**src/rtl/bitwise_op_sequencer.sv**
```systemverilog
// bitwise_op_sequencer: multi-cycle bitwise / reduction / logical operator engine.
// A request is taken over a valid/ready handshake. The engine then walks the
// ascending-range operands CHUNK bits per cycle, starting at index 0 (the MSB).
// The result and flag are returned over a second valid/ready handshake.
module bitwise_op_sequencer #(
  parameter int WIDTH = 16,
  parameter int CHUNK = 4
) (
  input  logic             clk,
  input  logic             rst_n,
  input  logic             i_in_valid,
  output logic             o_in_ready,
  input  logic [3:0]       i_op,
  input  logic [0:WIDTH-1] i_a,
  input  logic [0:WIDTH-1] i_b,
  output logic             o_out_valid,
  input  logic             i_out_ready,
  output logic [0:WIDTH-1] o_result,
  output logic             o_flag,
  output logic             o_busy
);

  localparam int N  = WIDTH / CHUNK;
  localparam int KW = (N > 1) ? $clog2(N) : 1;
  localparam int BW = $clog2(WIDTH) + 1;

  typedef enum logic [1:0] {
    S_IDLE,
    S_RUN,
    S_DONE
  } state_t;

  state_t           r_state;
  logic [3:0]       r_op;
  logic [0:WIDTH-1] r_a;
  logic [0:WIDTH-1] r_b;
  logic [0:WIDTH-1] r_result;
  logic             r_flag;
  logic             r_out_valid;
  logic [KW-1:0]    r_k;
  logic             r_and_acc;
  logic             r_or_a;
  logic             r_or_b;
  logic             r_xor_acc;

  logic [BW-1:0]    w_base;
  logic [0:CHUNK-1] w_chunk_a;
  logic [0:CHUNK-1] w_chunk_b;
  logic [0:CHUNK-1] w_chunk_res;
  logic             w_flag;
  logic             w_last_chunk;

  // First index of the chunk handled in the current RUN cycle.
  assign w_base       = BW'(r_k) * BW'(CHUNK);
  assign w_chunk_a    = r_a[w_base +: CHUNK];
  assign w_chunk_b    = r_b[w_base +: CHUNK];
  assign w_last_chunk = (r_k == KW'(N - 1));

  // Chunk-wide bitwise datapath; only meaningful for opcodes 0..7.
  always_comb begin
    w_chunk_res = '0;
    case (r_op[2:0])
      3'd0:    w_chunk_res = w_chunk_a & w_chunk_b;
      3'd1:    w_chunk_res = w_chunk_a | w_chunk_b;
      3'd2:    w_chunk_res = ~(w_chunk_a & w_chunk_b);
      3'd3:    w_chunk_res = ~(w_chunk_a | w_chunk_b);
      3'd4:    w_chunk_res = w_chunk_a ^ w_chunk_b;
      3'd5:    w_chunk_res = ~(w_chunk_a ^ w_chunk_b);
      3'd6:    w_chunk_res = ~w_chunk_a;
      default: w_chunk_res = w_chunk_a;
    endcase
  end

  // Final flag from the accumulators once every chunk has been folded in.
  always_comb begin
    w_flag = 1'b0;
    case (r_op)
      4'd8:    w_flag = r_and_acc;
      4'd9:    w_flag = r_or_a;
      4'd10:   w_flag = ~r_and_acc;
      4'd11:   w_flag = ~r_or_a;
      4'd12:   w_flag = r_xor_acc;
      4'd13:   w_flag = ~r_xor_acc;
      4'd14:   w_flag = r_or_a & r_or_b;
      4'd15:   w_flag = r_or_a | r_or_b;
      default: w_flag = 1'b0;
    endcase
  end

  // Sequencer: capture in IDLE, walk chunks in RUN, present and hold in DONE.
  always_ff @(posedge clk or negedge rst_n) begin
    if (!rst_n) begin
      r_state     <= S_IDLE;
      r_op        <= '0;
      r_a         <= '0;
      r_b         <= '0;
      r_result    <= '0;
      r_flag      <= 1'b0;
      r_out_valid <= 1'b0;
      r_k         <= '0;
      r_and_acc   <= 1'b1;
      r_or_a      <= 1'b0;
      r_or_b      <= 1'b0;
      r_xor_acc   <= 1'b0;
    end else begin
      case (r_state)
        S_IDLE: begin
          if (i_in_valid) begin
            r_op      <= i_op;
            r_a       <= i_a;
            r_b       <= i_b;
            r_result  <= '0;
            r_flag    <= 1'b0;
            r_k       <= '0;
            r_and_acc <= 1'b1;
            r_or_a    <= 1'b0;
            r_or_b    <= 1'b0;
            r_xor_acc <= 1'b0;
            r_state   <= S_RUN;
          end
        end
        S_RUN: begin
          if (!r_op[3]) begin
            r_result[w_base +: CHUNK] <= w_chunk_res;
          end
          r_and_acc <= r_and_acc & (&w_chunk_a);
          r_or_a    <= r_or_a | (|w_chunk_a);
          r_or_b    <= r_or_b | (|w_chunk_b);
          r_xor_acc <= r_xor_acc ^ (^w_chunk_a);
          r_k       <= r_k + KW'(1);
          if (w_last_chunk) begin
            r_state <= S_DONE;
          end
        end
        S_DONE: begin
          if (!r_out_valid) begin
            r_flag      <= w_flag;
            r_out_valid <= 1'b1;
          end else if (i_out_ready) begin
            r_out_valid <= 1'b0;
            r_state     <= S_IDLE;
          end
        end
        default: r_state <= S_IDLE;
      endcase
    end
  end

  assign o_in_ready  = (r_state == S_IDLE);
  assign o_busy      = (r_state != S_IDLE);
  assign o_out_valid = r_out_valid;
  assign o_result    = r_result;
  assign o_flag      = r_flag;

endmodule

```
**config.mk**
```make
export PLATFORM = sky130hd
export DESIGN_NAME = bitwise_op_sequencer
export DESIGN_NICKNAME = d
export VERILOG_FILES = /design/src/rtl/bitwise_op_sequencer.sv
export SDC_FILE = /design/constraint.sdc
export NUM_CORES = 1
export LEC_CHECK = 0
export ABC_AREA = 1
export BUFFER_PORTS_ARGS = -buffer_cell sky130_fd_sc_hd__buf_2
export CORE_ASPECT_RATIO = 1.4
export CORE_MARGIN = 2
export CORE_UTILIZATION = 60
export CTS_CLUSTER_DIAMETER = 30
export CTS_CLUSTER_SIZE = 30
export DETAILED_ROUTE_END_ITERATION = 6
export GPL_TIMING_DRIVEN = 0
export PLACE_DENSITY = 0.93
export SETUP_SLACK_MARGIN = 0.02
export SYNTH_ARGS = -nofsm -noshare
export SYNTH_HDL_FRONTEND = slang
export SYNTH_SLANG_ARGS = --single-unit
```
**constraint.sdc**
```tcl
create_clock -name clk -period 5.2 [get_ports clk]
set_input_delay 1.3 -clock clk [delete_from_list [all_inputs] [get_ports clk]]
set_output_delay 1.3 -clock clk [all_outputs]
set_load 0.005 [all_outputs]
```
; ---- After elaboration in Yosys (flattened, before gate mapping)
; Cells that the tools add are included.
[classes]
reduce_logical = 14
muxes = 23
n_eq_ne = 23
addsub = 2
bitwise_logic = 17
n_shift = 4
[ops]
columns = operator, n
row1 = variable part select 16 x 6 -> 17 bit, 2
row2 = "equality test 4 bit, second input constant", 8
row3 = 2-to-1 mux 16 bit, 2
row4 = one-hot mux 16 bit (2 select lines), 1
row5 = one-hot mux 4 bit (7 select lines), 1
row6 = "variable shift 17 x 7 -> 16 bit, first input constant", 1
row7 = variable part select 17 x 7 -> 16 bit, 1
row8 = bitwise mux 16 bit, 1
row9 = NOT 4 bit, 4
row10 = "inequality test 2 bit, second input constant", 6
row11 = 2-to-1 mux 2 bit, 5
row12 = one-hot mux 1 bit (2 select lines), 5
row13 = "equality test 3 bit, second input constant", 3
row14 = one-hot mux 1 bit (8 select lines), 1
row15 = AND reduction 4 bit, 2
row16 = OR reduction 4 bit, 2
row17 = negator 6 -> 7 bit, 1
row18 = "equality test 3 x 2 -> 1 bit, second input constant", 2
row19 = NOT 4 -> 6 bit, 1
row20 = one-hot mux 2 bit (3 select lines), 1
row21 = AND reduction 3 bit, 2
row22 = nonzero test 2 bit, 3
row23 = 2-to-1 mux 1 bit, 5
row24 = bitwise AND 4 bit, 1
row25 = 15 further kinds, 22
[totals]
elab_cells = 95
out_inout_bits = 20
register_bits = 62
inputBits = 40

; ---- Longest topological paths before layout
[logic_depth]
word_depth = 9
mapped_depth = 15
mapped_depth_nobuf = 13

; ---- Least setup slack after synthesis
; Ideal clock, no wire load.
[synth_timing]
kind = input -> register
from = input i_in_valid
to = register r_a[10] (netlist bit)
cell_stages = 5
setup_ns = 0.065
required_ns = 5.135
path_slack_ns = 3.253
path_buffers = 2
arrival_ns = 1.882
path_cell_list = nand2_1 buf_2 buf_2 nand2_1 nand2_1
[synth_between]
elab_chain_cells = 1
[synth_rtl]
columns = item, line
row1 = from (decl), 11  ; input logic i_in_valid,
row2 = AND reduction 2 bit (no source line), n/a
row3 = to (signal assigned), 110  ; r_a <= i_a;
row4 = to (decl), 35  ; logic [0:WIDTH-1] r_a;
; Every way passes these cells.
; A chain may end at the register's enable or synchronous reset.

; ---- Worst setup path in the final report
[layout_timing]
from = register r_state[0]
to = output o_in_ready
[layout_between]
elab_chain_cells = 1
[layout_rtl]
columns = item, line
row1 = from (decl), 33  ; state_t r_state;
row2 = from (signal assigned), 93  ; r_state <= S_IDLE;
row3 = from (signal assigned), 119  ; r_state <= S_RUN;
row4 = from (signal assigned), 132  ; r_state <= S_DONE;
row5 = logical NOT 2 bit, 149  ; assign o_in_ready = (r_state == S_IDLE);
row6 = to (decl), 12  ; output logic o_in_ready,
; Every way passes these cells.

==> metrics.cfg <==
[status]
status = finished clean

[drt]
drtAntennaViolNets = 0
vias = 3250
wl_per_cell_um = 14.2
dr.pass1.iters = 5
remaining_drc_errors = 0
routed_via_density = 5.42
routed_wl_um = 8500
drtIter0Drc = 242

[critical_path]
arrival_ns = 1.02
cp_cell_sequence = nor2_1 > buf_2
slowest_stage = dfrtp_1
rr_worst_depth = 14
worst_setup_path_start_kind = register
cp_top_family = flip-flops
worstSetupPathType = reg -> out
regToRegSetupSlack_ns = 3.05
startpoint = r_state[0]
cp-end-kind = output pin
reg2reg_to = o_result[15]
path_max_fanout = 4
path_buf_inv = 1
reg2reg_from = r_k[0]
crit_path_max_incr_delay_ns = 0.41
cp.required_ns = 3.90

[placed_design]
dp_slack_ns = 2.66
gp_congestion = 0.882
io_buffers = 59
hpwl_um = 6090
dpl-instance-area_um2 = 3830

[worst_hold_path]
hold_path_end = o_result[15]
min_from = o_result[15]
hold_depth = 2
hp-class = reg -> reg

[global_route]
grt_max_degree = 63
grt_pass1_wl_um = 14200
grt_util_all_layers = 0.297
antenna_found_initial = 0
overflow = 0
grt_pass1_vias = 3197

[floorplan]
die_w_um = 68.1
core-area_um2 = 5530
start_util = 0.625
ios = 60
die-area_um2 = 6380
die_y_um = 93.7
rows = 32

[sta]
worst_slack_ns = 2.88
period_minus_slack_ns = 2.32
setup_viol = 0
rsz0062_at_grt = no
period_share = 0.446
fmaxAchievable_mhz = 431
hold_violations = 0
hold_ws_ns = 0.478
slew_headroom = 0.488
setup_tns_ns = 0
drv_slew = 0
worst_pin_slew_ns = 0.768
fin_skew_ns = 0.00607

[synth]
yosys.area.top_type_share = 0.442
ys_seq_elements = 62
synth_top_area_cell = dfrtp_1
syn-num-nets = 513
synth_warnings = 0
ys_types = 25
synth-seq-area-share = 0.450
synth_area_um2 = 3450
synthTopCellsByArea = dfrtp_1, nand2_1, ha_1
synth_cells = 457
syn_area_per_cell_um2 = 7.55

[clock_tree]
cts_setup_buffers = 0
ctsResizeCount = 0
numCtsBuffers = 9
clkTransAtPathRegs_ns = 0.07
holdBufCountCts = 0
clock_path_buffers = 2
cts.sinks = 62
cts_tree = done
clkLatencyLatePin_ns = 0.34
cts.htree.levels = 3
cts-root-buf = clkbuf_8

[layout]
final_cell_mix = nand2_1, buf_2, dfrtp_1
diodes = 0
finish.instance_area_um2 = 4020
fin_nets = 583
layout_commonest_cell = nand2_1
drive_gt1_frac = 0.231
area_delta_synth_final_pct = 16.5

[power_and_ir_drop]
vdd_drop_max_mv = 0.484
total_leakage_power_nw = 2.31
powerDensity_nw_per_um2 = 674

[run]
max-cap-violations = 0

==> cell type report <==
class                   instances  area (um2)
multi-input cells             344        1660
flip-flops and latches         62        1550
fillers                       425        1510
repair buffers                 59         298
clock buffers                  13         169
inverters                      34         130
plain buffers                  17         109
well taps                      68        85.1
clock inverters                 3        17.5
==> cells in the mapped netlist, drive strengths merged <==
cell     instances
nor3             1
a21oi            5
o2111ai          1
nand4           20
ha              16
o21ai           19
dfstp            1
a22o             1
buf             17
nor2            24
or2              1
inv             34
dfrtp           61
nand2          218
nand3           38
==> power breakdown <==
group          leakage (nW)  switching, mW  total (mW)  internal (mW)
combinational          1.43          0.973        1.48          0.507
sequential            0.788          0.138       0.826          0.688
clock                0.0954          0.192       0.403          0.211
total                  2.31           1.30        2.71           1.41
==> layer usage <==
| layer | global-route usage | routed length [um] | vias to the layer above |
|---|---|---|---|
| li1 | - | - | 1597 |
| met1 | 0.334 | 3310 | 1513 |
| met2 | 0.532 | 4510 | 113 |
| met3 | 0.0480 | 379 | 27 |
| met4 | 0.133 | 288 | 0 |
| met5 | 0 | 0 | - |
==> through the flow <==
step	power, mW	cells	utilization
finish	2.71	600	0.728
global route	2.94	600	0.728
CTS	2.70	600	0.727
global placement	2.21	584	0.693
floorplan	1.88	457	-
detailed placement	2.28	584	0.693
==> registers in the layout, summed over array words and instances (netlist names), 2 cells and up <==
signal	cells
o_result	16
r_a	16
r_b	16
r_op	4
r_k	2
r_state	2
==> worst reg2reg max path: cells and delay by family, from the launching register on <==
family	cells	cell delay (ns)
buf+inv	4	0.44
simple gates	9	0.87
fa+ha+maj	1	0.33
flops	1	0.42
==> cell families after synthesis <==
| group | after synthesis | synth area share |
|---|---|---|
| and+or+nand+nor | 302 | 0.382 |
| DFF | 62 | 0.450 |
| buffers and inverters | 51 | 0.0693 |
| AOI/OAI and AO/OA | 26 | 0.0410 |
| adders and majority gates | 16 | 0.0580 |
==> worst max-delay path by stage <==
stage                       endpoint  slack, ns  depth (start not counted)
final                     o_in_ready       2.88                          2
after global placement        r_a[6]       2.70                          1
after CTS                 o_in_ready       2.88                          2
after detailed placement      r_a[3]       2.66                          1
after global routing      o_in_ready       2.83                          2
after floorplan              r_a[10]       3.25                          5
Note: power is estimated with default switching activity, not from simulation.
